===== src/rtl/am27s27_arb_pkg.sv =====
// Shared definitions for the am27s27 PROM arbiter: FSM state codes and
// the round-robin slot helper used by the picker.
package am27s27_arb_pkg;

    localparam logic [0:0] S_IDLE  = 1'b0;
    localparam logic [0:0] S_VALID = 1'b1;

    // Requester index examined at scan step k, starting just after 'last'.
    function automatic int unsigned rr_slot(input int unsigned last,
                                            input int unsigned k,
                                            input int unsigned n);
        return (last + 1 + k) % n;
    endfunction

endpackage


===== src/rtl/am27s27_rrpick.sv =====
// Combinational round-robin picker: the first asserted request found when
// scanning upward from the requester after 'last', wrapping at NREQ.
module am27s27_rrpick
    import am27s27_arb_pkg::*;
#(
    parameter int unsigned NREQ = 4,
    parameter int unsigned IW   = 2
) (
    input  logic [NREQ-1:0] req,
    input  logic [IW-1:0]   last,
    output logic [NREQ-1:0] onehot,
    output logic [IW-1:0]   index,
    output logic            any
);

    int unsigned slot;

    // Scan all requesters in round-robin order; the first hit wins.
    always_comb begin
        onehot = '0;
        index  = '0;
        any    = 1'b0;
        slot   = 0;
        for (int unsigned k = 0; k < NREQ; k++) begin
            slot = rr_slot(32'(last), k, NREQ);
            if (!any && req[slot]) begin
                any          = 1'b1;
                index        = slot[IW-1:0];
                onehot[slot] = 1'b1;
            end
        end
    end

endmodule


===== src/rtl/am27s27_arb.sv =====
// Round-robin arbiter sharing one am27s27 registered PROM among NREQ
// requesters. One read accepted per clock, data returned one clock later;
// a stalled owner keeps re-registering the held address so rdata is stable.
module am27s27_arb
    import am27s27_arb_pkg::*;
#(
    parameter int unsigned NREQ   = 4,
    parameter int unsigned AWIDTH = 9,
    parameter int unsigned WIDTH  = 8
) (
    input  logic                   clk,
    input  logic                   rst,
    input  logic [NREQ-1:0]        req,
    input  logic [NREQ*AWIDTH-1:0] addr,
    output logic [NREQ-1:0]        gnt,
    input  logic [NREQ-1:0]        rready,
    output logic [NREQ-1:0]        rvalid,
    output logic [WIDTH-1:0]       rdata,
    output logic [AWIDTH-1:0]      rom_a,
    input  logic [WIDTH-1:0]       rom_q,
    output logic                   rom_e1_,
    output logic                   rom_e2_
);

    localparam int unsigned IW = $clog2(NREQ);

    logic [0:0]        state;
    logic [IW-1:0]     owner;
    logic [IW-1:0]     last;
    logic [AWIDTH-1:0] hold_a;

    logic [NREQ-1:0]   pk_onehot;
    logic [IW-1:0]     pk_index;
    logic              pk_any;

    logic              valid;
    logic              issue;
    logic              take;

    am27s27_rrpick #(
        .NREQ (NREQ),
        .IW   (IW)
    ) u_pick (
        .req    (req),
        .last   (last),
        .onehot (pk_onehot),
        .index  (pk_index),
        .any    (pk_any)
    );

    assign valid = (state == S_VALID);
    // A new read may start when idle or when the current owner drains its data.
    assign issue = !valid || rready[owner];
    // No read is accepted while reset is held.
    assign take  = issue && pk_any && !rst;

    // Grant, PROM address and enable decode.
    always_comb begin
        gnt     = take ? pk_onehot : '0;
        rom_a   = take ? addr[pk_index*AWIDTH +: AWIDTH] : hold_a;
        // Enable the PROM register for a new read or to re-read during a stall.
        rom_e2_ = !(take || (valid && !issue));
        rom_e1_ = !valid;
    end

    // Read-data steering to the current owner.
    always_comb begin
        rvalid = '0;
        rdata  = '0;
        if (valid) begin
            rvalid[owner] = 1'b1;
            rdata         = rom_q;
        end
    end

    // FSM and owner/round-robin/held-address registers.
    always_ff @(posedge clk or posedge rst) begin
        if (rst) begin
            state  <= S_IDLE;
            owner  <= '0;
            last   <= IW'(NREQ - 1);
            hold_a <= '0;
        end else if (take) begin
            state  <= S_VALID;
            owner  <= pk_index;
            last   <= pk_index;
            hold_a <= addr[pk_index*AWIDTH +: AWIDTH];
        end else if (issue) begin
            state  <= S_IDLE;
        end
    end

endmodule


===== config.mk =====
export PLATFORM = sky130hd
export DESIGN_NAME = am27s27_arb
export DESIGN_NICKNAME = d
export VERILOG_FILES = /design/src/rtl/am27s27_arb_pkg.sv /design/src/rtl/am27s27_rrpick.sv /design/src/rtl/am27s27_arb.sv
export SDC_FILE = /design/constraint.sdc
export NUM_CORES = 1
export LEC_CHECK = 0
export ABC_AREA = 1
export CORE_MARGIN = 1.5
export CORE_UTILIZATION = 37
export CTS_BUF_LIST = sky130_fd_sc_hd__clkbuf_4 sky130_fd_sc_hd__clkbuf_8
export CTS_CLUSTER_SIZE = 12
export DETAILED_ROUTE_END_ITERATION = 12
export PLACE_DENSITY = 0.87
export SETUP_SLACK_MARGIN = 0.15
export SYNTH_ARGS = -nofsm -noshare
export SYNTH_HDL_FRONTEND = slang
export SYNTH_HIERARCHICAL = 1
export SYNTH_SLANG_ARGS = --single-unit

===== constraint.sdc =====
create_clock -name clk -period 3.1 [get_ports clk]
set_clock_uncertainty 0.05 [all_clocks]
set_input_delay 0.62 -clock clk [delete_from_list [all_inputs] [get_ports clk]]
set_output_delay 0.62 -clock clk [all_outputs]
set_load 0.03 [all_outputs]

======== After elaboration in Yosys (flattened, before gate mapping) ========
Index checks and enable logic that the tools add are counted.
operators by class
  add/subtract/negate cells ............... 4
  multipliers ............................. 1
  order comparisons ....................... 10
  shift operators ......................... 1
  multiplexer cells ....................... 38
  bitwise gates (word level) .............. 3
  reduce and logical (&&, ||, !) cells .... 21
operators by type and width
  kind                   number
  $shiftx A36 B7 Y9      1
  $mux W4                6
  $mux W1                16
  $lt A2 B3 Y1 const B   5
  $or A4 B4 Y4           3
  $logic_and A1 B1 Y1    11
  $bmux W1 S2            5
  $demux W1 S2           5
  $ge A2 B1 Y1 const B   5
  $mux W9                1
  $mux W2                4
  $mux W8                1
  $logic_not A1 Y1       7
  $mul A2 B4 Y6 const B  1
  $add A2 B1 Y2 const B  2
  $add A2 B2 Y2 const B  2
  $logic_or A1 B1 Y1     2
  $reduce_bool A2 Y1     1
storage, ports and cells
  register bits after elaboration ......... 14
  input port bits ......................... 54
  output and inout bits ................... 27
  word-level logic and storage cells ...... 82

======== Logic depth before layout (Yosys ltp) ========
Gate-level depths: netlist of the first run.
  depth in word-level cells ............... 17
  mapped depth ............................ 16
  gate-level depth less buffers ........... 15

======== Hierarchy ========
The synthesis of the first run kept the hierarchy.
by module, submodules not included
  module          times used  cells an instance  area each (µm²)  seq. area each (µm²)
  am27s27_arb     1           170                1084.8           352.8
  am27s27_rrpick  1           77                 451.7            0.0

======== Worst setup path after synthesis of the first run ========
No wires, ideal clock.
  kind .................................... register to output
  from .................................... register last[0]
  to ...................................... output rom_a[0]
  arrival time ............................ 2.456 ns
  data required time ...................... 2.430 ns
  slack ................................... -0.026 ns
  cell stages (with the launch flop) ...... 15
  path buffers ............................ 2
  cell sequence ........................... dfstp_2 > inv_2 > ha_1 > inv_1 > nand3_1 > o21ai_1 > nor2_4 > nor2_1 > a21oi_2 > buf_2 > buf_2 > o211ai_1 > nand2_1 > nand3_1 > nand2_1
between the ends
  word-level cells in the longest chain between the ends .. 16
  elaborated cells on any way between the ends .. 31
  those cells by class .................... 4 x add/sub; 1 x mul; 1 x shift; 17 x mux; 8 x reduce/logical
ends and longest elaborated chain
  what                                                                    line                   RTL
  start: declaration                                                      am27s27_arb.sv:29      logic [IW-1:0] last;
  start signal: assignment                                                am27s27_arb.sv:81      last <= IW'(NREQ - 1);
  start signal: assignment                                                am27s27_arb.sv:86      last <= pk_index;
  $add A2 B1 Y2 (*)                                                       am27s27_arb_pkg.sv:12  return (last + 1 + k) % n;
  parallel branches: the longest is 11 deep, another holds $add A2 B1 Y2  n/a
  $mux W2 (*)                                                             am27s27_rrpick.sv:26   if (!any && req[slot]) begin
  net pk_index[0]                                                         am27s27_arb.sv:33      logic [IW-1:0] pk_index;
  $mul A2 B4 Y6 (*)                                                       am27s27_arb.sv:60      rom_a = take ? addr[pk_index*AWIDTH +: AWIDTH] : hold_a;
  $shiftx A36 B7 Y9 (*)                                                   am27s27_arb.sv:60
  $mux W9 (*)                                                             n/a
  end: declaration                                                        am27s27_arb.sv:19      output logic [AWIDTH-1:0] rom_a,
Mark *: on every way through the listed nets, which the timed path passes. The select of a mux whose other input is x is not followed.

======== Worst setup path in the final report of the first run ========
  from .................................... register last[0]
  to ...................................... output rom_a[5]
The elaborated chain is that of the path after synthesis.

==> summary.md, run 1 <==
| Metric | Value |
|---|---|
| Post-CTS Hold Fix Bufs | 0 |
| Final sum of negative setup slack | -2250 ps |
| Gate count after technology mapping | 247 |
| Std-Cell Core Area | 4000 sq um |
| Critical-path cell list | inv_4, ha_4, nor2_4, nand3_2, nand2_4, buf_6, nand4_1, nand3_2, clkinv_4, nor2_1, o21ai_0, nand2_1, nand3_1, nand2_4, buf_6 |
| Remaining routing DRC violations | 0 |
| Placed standard-cell area | 2550 sq um |
| Overall overflow remaining after global route | 0 |
| Count of distinct cell types in the synthesized netlist | 23 |
| Largest stage delay on the critical path | 600 ps |
| Category of the worst setup path capture point | output pin |
| Routed vias | 2,233 |
| Required time worst endpoint | 2430 ps |
| Final number of max-transition violations | 0 |
| Type of element launching the critical path | flip-flop |
| Drt first pass iters | 4 |
| Total of buffers placed on input and output ports | 80 |
| WL met3 | 409 um |
| Number of warning messages in the yosys log | 6 |
| Total CTS buffers | 3 |
| Type of the worst setup path | flip-flop to output pin |
| DR WL met2 | 3680 um |
| Worst endpoint data arrival time | 2740 ps |
| Aggregate routed wire length | 6930 um |
| Worst Slack Setup Final | -308 ps |
| Via count of the first global-routing pass | 1,849 |
| Metal1 wirelength | 2490 um |
| Highest-count cells in the layout ignoring fill and taps | 62 x sky130_fd_sc_hd__clkdlybuf4s50_1, 45 x sky130_fd_sc_hd__nand2_1, 35 x sky130_fd_sc_hd__buf_4 |
| Flip-flop and latch count after synthesis | 14 |
| Time the worst path needs with I/O delays and setup | 3410 ps |
| Setup repair after global routing missed its margin | yes |
| Remaining antenna violation count after routing | 0 |
| DP HPWL | 3950 um |
| Fraction of synthesized cell area taken by the top area cell type | 0.195 |
| Maximum number of pins on one net before global-route repair | 19 |
| Dominant cell type by area after synthesis | sky130_fd_sc_hd__dfrtp_1 |
| Syn Std Cell Area | 1540 sq um |
| Outcome | finished with violations |
| Maximum fanout count along the critical path | 9 |
| Type of the tightest min-delay check | flip-flop to flip-flop |
| Leading cell type in the layout, fill and taps excluded | sky130_fd_sc_hd__clkdlybuf4s50_1 |
| Max_slew headroom | 0.640 |
| Root Driver | sky130_fd_sc_hd__clkbuf_8 |
| Hold violation total from the final report | 0 |
| Die X-Extent | 67.4 um |
| Syn avg cell area | 6.22 sq um |
| Maximum number of buffers from clock root to sink | 2 |
| Slew at the pin with the worst max-slew slack | 540 ps |
| Violations in the final reports | negative setup slack |
| Initial Utilization | 0.384 |
| Routed wirelength normalized by instance count | 16.5 um |
| Die Span Y | 67.4 um |
| Number of antenna violations at the first check in global routing | 0 |
| Top routing layer in use | met4 |
| Violation count after the first detailed-route iteration | 124 |
| Count of endpoints failing setup in the final report | 14 |
| Area contributors post-synth | sky130_fd_sc_hd__dfrtp_1 20%, sky130_fd_sc_hd__nand2_1 16%, sky130_fd_sc_hd__nand3_1 8.5% |
| TritonCTS clock tree | yes |
| Aggregate global-route resource usage | 0.249 |
| Sequential-to-total area share from yosys stat | 0.230 |
| Area of the die | 4550 sq um |
| Share of final-layout standard cells stronger than drive strength 1 | 0.412 |
| Setup WS pre-CTS | -226 ps |
| Summed area of non-filler cells in the final layout | 3190 sq um |
| Cell Rows | 23 |
| Final Net Count | 432 |
| Top-level port count | 81 |
| Depth of the CTS H-tree | 1 |
| Average via count per standard cell | 5.30 |
| Area Overhead vs Synth | 108% |
| Clock transition time at the flip-flop clock pins of the worst setup and hold paths | 60 ps |
| Total clock sinks | 14 |
| Final period utilization | 1.10 |
| Filler Cell Count | 242 |
| Total inserted antenna cells | 0 |
| Post-synth net total | 307 |
| Number of max-capacitance violations reported | 0 |
| Max Freq | 0.293 GHz |
| Gp weighted congestion | 0.885 |
| Critical-path cell with the highest stage delay | sky130_fd_sc_hd__dfstp_2 |
| Worst-Skew Late Latency | 250 ps |
| Global-route wire length before repair | 8690 um |
==> path summary, 6_finish.rpt <==
check / start / endpoint / slack [ps] / cells after the start
worst max-delay path: last[0] / rom_a[5] / -310 / 15
worst min-delay path: hold_a[7] / hold_a[7] / 460 / 2
worst max register to register: last[0] / hold_a[8] / 590 / 15
worst min register to register: hold_a[7] / hold_a[7] / 460 / 2
max in group asynchronous: rst / last[1] / 1870 / 2
min in group asynchronous: rst / hold_a[0] / 760 / 2
==> area by class of cell <==
type,instances,area [sq um],area share
clock buffers,4,55.1,0.0173
well taps,50,62.6,0.0196
repair inverters,1,6.26,0.00196
multi-input cells,189,1350,0.422
flip-flops and latches,14,353,0.111
inverters,37,154,0.0483
repair buffers,126,1210,0.381
==> logic make-up after synthesis <==
logic type	share of synthesized area
and+or+nand+nor	0.486
adders and majority gates	0.0489
DFF	0.230
AOI/OAI and AO/OA	0.108
buffers and inverters	0.127
==> synth_stat cells, drive strengths merged <==
cell type / number
nor3: 4
dfstp: 2
o21ai: 10
dfrtp: 12
nand2: 88
nand4: 6
o211ai: 9
buf: 7
clkbuf: 1
nand3: 27
a21oi: 9
inv: 37
nor2: 29
ha: 6
==> critical path: cells and delay by family (launching register included) <==
kind                       cells  cell delay [ps]
AOI/OAI and AO/OA              1              130
adders and majority gates      1              190
buffers and inverters          4              450
DFF                            1              600
and+or+nand+nor                9             1120
==> state kept, by name, indices dropped and copies added (netlist names) <==
signal and cells:
hold_a 9, last 2, owner 2, state 1
==> layer usage <==
layer,vias to the layer above,global-route usage
li1,1034,-
met1,1048,0.291
met2,120,0.485
met3,31,0.0400
met4,0,0.0306
met5,-,0
==> stage by stage <==
step           instances   util  hold WS [ps]
6_report             421  0.797           456
4_1_cts              407  0.713           446
5_1_grt              421  0.797           471
3_5_place_dp         391  0.638           432
3_3_place_gp         391  0.638           429
2_1_floorplan        247      -           421
==> timing repair <==
| item | in CTS | in global routing |
|---|---|---|
| setup buffers | 9 | 13 |
| resized for setup | 47 | 56 |
| pin swaps | 17 | 31 |
| setup endpoints to repair | 14 | 14 |
| cloned | 3 | 1 |
Power of run 1 is left out: the tool's default activity adds up to more than one toggle a clock period on the data nets, which glitch-free logic cannot reach.
==> run 2: changes to the inputs <==
--- a/config.mk
+++ b/config.mk
@@ -12,7 +12,9 @@
 export CTS_CLUSTER_SIZE = 12
 export DETAILED_ROUTE_END_ITERATION = 12
 export PLACE_DENSITY = 0.87
+export RECOVER_POWER = 50
 export SETUP_SLACK_MARGIN = 0.15
+export SLEW_MARGIN = 0
 export SYNTH_ARGS = -nofsm -noshare
 export SYNTH_HDL_FRONTEND = slang
 export SYNTH_HIERARCHICAL = 1
==> summary.md, run 2 (synthesis gave the netlist of run 1 again) <==
| Metric | Value |
|---|---|
| Outcome | finished with violations |
| Violations in the final reports | negative setup slack |
| Cell Rows | 23 |
| Total CTS buffers | 3 |
| Category of the worst setup path capture point | output pin |
| Maximum fanout count along the critical path | 9 |
| Worst-Skew Late Latency | 250 ps |
| Area of the multi-input gates | 1350 sq um |
| Register area | 353 sq um |
| Highest-count cells in the layout ignoring fill and taps | 61 x sky130_fd_sc_hd__clkdlybuf4s50_1, 45 x sky130_fd_sc_hd__nand2_1, 35 x sky130_fd_sc_hd__buf_4 |
| Type of the tightest min-delay check | flip-flop to flip-flop |
| Remaining routing DRC violations | 0 |
| Number of max-capacitance violations reported | 0 |
| Post-CTS Hold Fix Bufs | 0 |
| Time the worst path needs with I/O delays and setup | 3400 ps |
| Gp weighted congestion | 0.885 |
| Overall overflow remaining after global route | 0 |
| Area of the die | 4550 sq um |
| Max FFs per register | 9 |
| Count of placed standard cells in the final layout, fillers left out | 421 |
| Total inserted antenna cells | 0 |
| Total clock sinks | 14 |
| Total of buffers placed on input and output ports | 80 |
| Root Driver | sky130_fd_sc_hd__clkbuf_8 |
| Violation count after the first detailed-route iteration | 124 |
| Routed vias | 2,238 |
| DP HPWL | 3950 um |
| Share of final-layout standard cells stronger than drive strength 1 | 0.412 |
| Aggregate global-route resource usage | 0.249 |
| Count of placed standard cells including taps | 391 |
| Max_slew headroom | 0.643 |
| Top-level port count | 81 |
| Average via count per standard cell | 5.32 |
| Maximum number of buffers from clock root to sink | 2 |
| Critical-path cell with the highest stage delay | sky130_fd_sc_hd__dfstp_2 |
| Area Overhead vs Synth | 108% |
| Critical path buffer and inverter count | 4 |
| Critical-path cell list | inv_4, ha_4, nor2_4, nand3_2, nand2_4, buf_6, nand4_1, nand3_2, clkinv_4, nor2_1, o21ai_0, nand2_1, nand3_1, nand2_4, buf_6 |
| Final number of max-transition violations | 0 |
| Die X-Extent | 67.4 um |
| Final core utilization | 0.797 |
| Maximum number of pins on one net before global-route repair | 19 |
| Required time worst endpoint | 2430 ps |
| Slew at the pin with the worst max-slew slack | 534 ps |
| Routed wirelength normalized by instance count | 16.5 um |
| Setup repair after global routing missed its margin | yes |
| Final period utilization | 1.10 |
| Number of antenna violations at the first check in global routing | 0 |
| Count of endpoints failing setup in the final report | 14 |
| Std-Cell Core Area | 4000 sq um |
| Type of element launching the critical path | flip-flop |
| Clock transition time at the flip-flop clock pins of the worst setup and hold paths | 60 ps |
| Max Freq | 0.294 GHz |
| Registers with the most flip-flops | hold_a x9, last x2, owner x2 |
| Die Span Y | 67.4 um |
| Most flops, register | hold_a |
| Hold violation total from the final report | 0 |
| Drt first pass iters | 4 |
| Filler Cell Count | 242 |
| Type of the worst setup path | flip-flop to output pin |
| Initial Utilization | 0.384 |
| Worst path top cell family by delay | simple AND/OR/NAND/NOR gates |
| Depth of the CTS H-tree | 1 |
| Aggregate routed wire length | 6950 um |
| Largest stage delay on the critical path | 600 ps |
| Via count of the first global-routing pass | 1,849 |
| Global-route wire length before repair | 8690 um |
| Worst endpoint data arrival time | 2730 ps |
| Remaining antenna violation count after routing | 0 |
| Final Net Count | 432 |
| Leading cell type in the layout, fill and taps excluded | sky130_fd_sc_hd__clkdlybuf4s50_1 |
| Worst Slack Setup Final | -303 ps |
| TritonCTS clock tree | yes |
run 2: changes by cell type in the layout (fill, tap and decap cells not counted):
cell,change
sky130_fd_sc_hd__clkdlybuf4s50_1,-1
sky130_fd_sc_hd__dlygate4sd3_1,+1
run 2: per-stage QoR:
step	TNS, ps	hold WS [ps]	setup WS (ps)	instance area [sq um]
final	-2300	456	-303	3190
after global routing	-3660	471	-392	3190
after CTS	-1250	446	-151	2850
after detailed placement	-1660	432	-226	2550
after global placement	-1290	429	-168	2550
after floorplan	0	421	162	1610
run 2: per-layer routing:
| metal | up-vias | track usage | share of wire |
|---|---|---|---|
| li1 | 1034 | - | - |
| met1 | 1047 | 0.291 | 0.36 |
| met2 | 126 | 0.485 | 0.53 |
| met3 | 31 | 0.0400 | 0.062 |
| met4 | 0 | 0.0306 | 0.051 |
| met5 | - | 0 | 0 |
run 2: final timing paths:
check / startpoint / end / slack, ps / cells past startpoint
max: last[0] / rom_a[5] / -300 / 15
min: hold_a[7] / hold_a[7] / 460 / 2
max reg2reg: last[0] / hold_a[8] / 580 / 15
min reg2reg: hold_a[7] / hold_a[7] / 460 / 2
max in group asynchronous: rst / last[1] / 1760 / 2
min in group asynchronous: rst / hold_a[6] / 880 / 2
run 2: cell type report:
cell class                      instances  share of cell area
Multi-Input combinational cell        189               0.422
Timing Repair Buffer                  126               0.381
Sequential cell                        14               0.111
Inverter                               37              0.0483
Tap cell                               50              0.0196
Clock buffer                            4              0.0173
Timing Repair inverter                  1             0.00196
run 2: worst min-delay path, cell delays in order (launching register included):
cell	delay (ps)
sky130_fd_sc_hd__dfrtp_1	340
sky130_fd_sc_hd__nand2_2	70
sky130_fd_sc_hd__nand2_4	70
run 2: timing repair:
item / CTS / global route
pin swaps: 17 / 31
gates resized for setup: 47 / 56
buffers inserted: 9 / 13
gates cloned: 3 / 1
endpoints found under the setup margin: 14 / 14
Power of run 2 is left out for the same reason.
==> run 3: changes to the inputs <==
--- a/config.mk
+++ b/config.mk
@@ -11,6 +11,7 @@
 export CTS_BUF_LIST = sky130_fd_sc_hd__clkbuf_4 sky130_fd_sc_hd__clkbuf_8
 export CTS_CLUSTER_SIZE = 12
 export DETAILED_ROUTE_END_ITERATION = 12
+export GPL_ROUTABILITY_DRIVEN = 0
 export PLACE_DENSITY = 0.87
 export RECOVER_POWER = 50
 export SETUP_SLACK_MARGIN = 0.15
==> summary.md, run 3 (synthesis gave the netlist of run 1 again) <==
| Metric | Value |
|---|---|
| Final number of max-transition violations | 0 |
| Root Driver | sky130_fd_sc_hd__clkbuf_8 |
| Source of the worst hold timing path | hold_a[2] |
| Worst Slack Setup Final | -256 ps |
| Worst endpoint data arrival time | 2690 ps |
| Violations in the final reports | negative setup slack |
| Setup repair after global routing missed its margin | yes |
| TritonCTS clock tree | yes |
| Die X-Extent | 67.4 um |
| Time the worst path needs with I/O delays and setup | 3360 ps |
| Initial Utilization | 0.384 |
| Overall overflow remaining after global route | 0 |
| Area Overhead vs Synth | 98.7% |
| Max FFs per register | 9 |
| Number of max-capacitance violations reported | 0 |
| Max Freq | 0.298 GHz |
| Largest stage delay on the critical path | 600 ps |
| Hold violation total from the final report | 0 |
| Aggregate global-route resource usage | 0.272 |
| Critical-path cell list | buf_6, buf_4, nand2_1, nand3_2, nand2_4, nor2_4, nor2_1, a21oi_2, buf_6, buf_6, nor2_1, nor2_1, o21ai_1, nand2_1, nand3_2, nand2_4, buf_6 |
| Count of placed standard cells in the final layout, fillers left out | 416 |
| Filler Cell Count | 237 |
| Routed wirelength normalized by instance count | 15.1 um |
| Depth of the CTS H-tree | 1 |
| Total of buffers placed on input and output ports | 80 |
| Area of the die | 4550 sq um |
| Cell depth of the worst min-delay path | 2 |
| Count of placed standard cells including taps | 392 |
| Required time worst endpoint | 2430 ps |
| Top-level port count | 81 |
| Routed vias | 2,191 |
| Maximum number of pins on one net before global-route repair | 19 |
| Worst-case register-to-register setup slack | 540 ps |
| Type of the worst setup path | flip-flop to output pin |
| Max_slew headroom | 0.620 |
| Reg-to-reg critical path startpoint | last[0] |
| Number of antenna violations at the first check in global routing | 0 |
| Summed area of non-filler cells in the final layout | 3050 sq um |
| Violation count after the first detailed-route iteration | 129 |
| Die Span Y | 67.4 um |
| Critical path buffer and inverter count | 5 |
| Crit path from | last[0] |
| Cell Rows | 23 |
| Total clock sinks | 14 |
| Register area | 353 sq um |
| Leading cell type in the layout, fill and taps excluded | sky130_fd_sc_hd__clkdlybuf4s50_1 |
| Remaining antenna violation count after routing | 0 |
| Slew at the pin with the worst max-slew slack | 570 ps |
| Remaining routing DRC violations | 0 |
| Via count of the first global-routing pass | 2,030 |
| Maximum fanout count along the critical path | 6 |
| DP HPWL | 3920 um |
| Aggregate routed wire length | 6280 um |
| Depth of the worst register-to-register path | 15 |
| Count of endpoints failing setup in the final report | 14 |
| Drt first pass iters | 4 |
| Share of final-layout standard cells stronger than drive strength 1 | 0.380 |
| Clock transition time at the flip-flop clock pins of the worst setup and hold paths | 60 ps |
| Final period utilization | 1.08 |
| Placed standard-cell area | 2560 sq um |
| Cell occurring most often along the worst timing path | sky130_fd_sc_hd__buf_6 |
| Most flops, register | hold_a |
| Highest-count cells in the layout ignoring fill and taps | 61 x sky130_fd_sc_hd__clkdlybuf4s50_1, 51 x sky130_fd_sc_hd__nand2_1, 28 x sky130_fd_sc_hd__buf_4 |
| Outcome | finished with violations |
| Type of the tightest min-delay check | flip-flop to flip-flop |
| Category of the worst setup path capture point | output pin |
| Maximum number of buffers from clock root to sink | 2 |
| Post-CTS Hold Fix Bufs | 0 |
| Final Net Count | 427 |
| Hold path endpoint | hold_a[2] |
| Type of element launching the critical path | flip-flop |
| Registers with the most flip-flops | hold_a x9, last x2, owner x2 |
| Total inserted antenna cells | 0 |
| Total CTS buffers | 3 |
| Area of the multi-input gates | 1250 sq um |
| Std-Cell Core Area | 4000 sq um |
| Worst-Skew Late Latency | 250 ps |
| Worst path top cell family by delay | simple AND/OR/NAND/NOR gates |
| Average via count per standard cell | 5.27 |
| Global-route wire length before repair | 9370 um |
| Critical-path cell with the highest stage delay | sky130_fd_sc_hd__dfstp_2 |
| Reg-to-reg endpoint | hold_a[7] |
-- run 3: cell types whose count changed in the layout (fill, tap and decap cells not counted), moves of 2 or more --
| cell | change |
|---|---|
| sky130_fd_sc_hd__inv_2 | -3 |
| sky130_fd_sc_hd__nor2_4 | -2 |
| sky130_fd_sc_hd__inv_1 | +2 |
| sky130_fd_sc_hd__nor2_1 | +2 |
| sky130_fd_sc_hd__nand2_1 | +6 |
| sky130_fd_sc_hd__buf_4 | -7 |
| sky130_fd_sc_hd__nand3_1 | -2 |
| sky130_fd_sc_hd__nand3_2 | +4 |
| sky130_fd_sc_hd__nand2_4 | -4 |
| sky130_fd_sc_hd__buf_6 | +4 |
| sky130_fd_sc_hd__nand3_4 | -2 |
-- run 3: how the worst max path moves through the flow --
stage,depth (start not counted),to
2_1_floorplan,16,rom_a[7]
3_3_place_gp,15,rom_a[6]
3_5_place_dp,16,rom_a[3]
4_1_cts,17,rom_a[7]
5_1_grt,17,rom_a[7]
6_report,17,rom_a[7]
-- run 3: per-stage QoR --
stage | setup WS [ps] | setup TNS (ps) | utilization | hold WS, ps
after floorplan | 162 | 0 | - | 421
after global placement | -188 | -1360 | 0.640 | 432
after detailed placement | -235 | -2000 | 0.640 | 430
after CTS | -123 | -860 | 0.741 | 457
after global routing | -350 | -3740 | 0.763 | 484
final | -256 | -2210 | 0.763 | 461
-- run 3: worst min-delay path, delay by kind of cell, from the launching register on --
family           cells  cell delay, ps
flip-flops           1             320
AND/OR/NAND/NOR      2             160
-- run 3: what timing repair did --
action                     in CTS  in global routing
setup buffers                  14                  3
gates cloned                    3                  0
pin swaps                      17                 13
resized for setup              61                 22
setup endpoints to repair      14                 14
-- run 3: layer usage --
metal	share of wire	wire [um]	global-route usage
met5	0	0	0
met4	0.033	208	0.0893
met3	0.062	391	0.0467
met2	0.55	3440	0.532
met1	0.36	2230	0.292
-- run 3: cell type report --
| cell class | instances | area share |
|---|---|---|
| Multi-Input combinational cell | 189 | 0.409 |
| Timing Repair Buffer | 122 | 0.389 |
| Tap cell | 50 | 0.0205 |
| Clock buffer | 4 | 0.0160 |
| Inverter | 37 | 0.0504 |
| Sequential cell | 14 | 0.116 |
Power of run 3 is left out for the same reason.
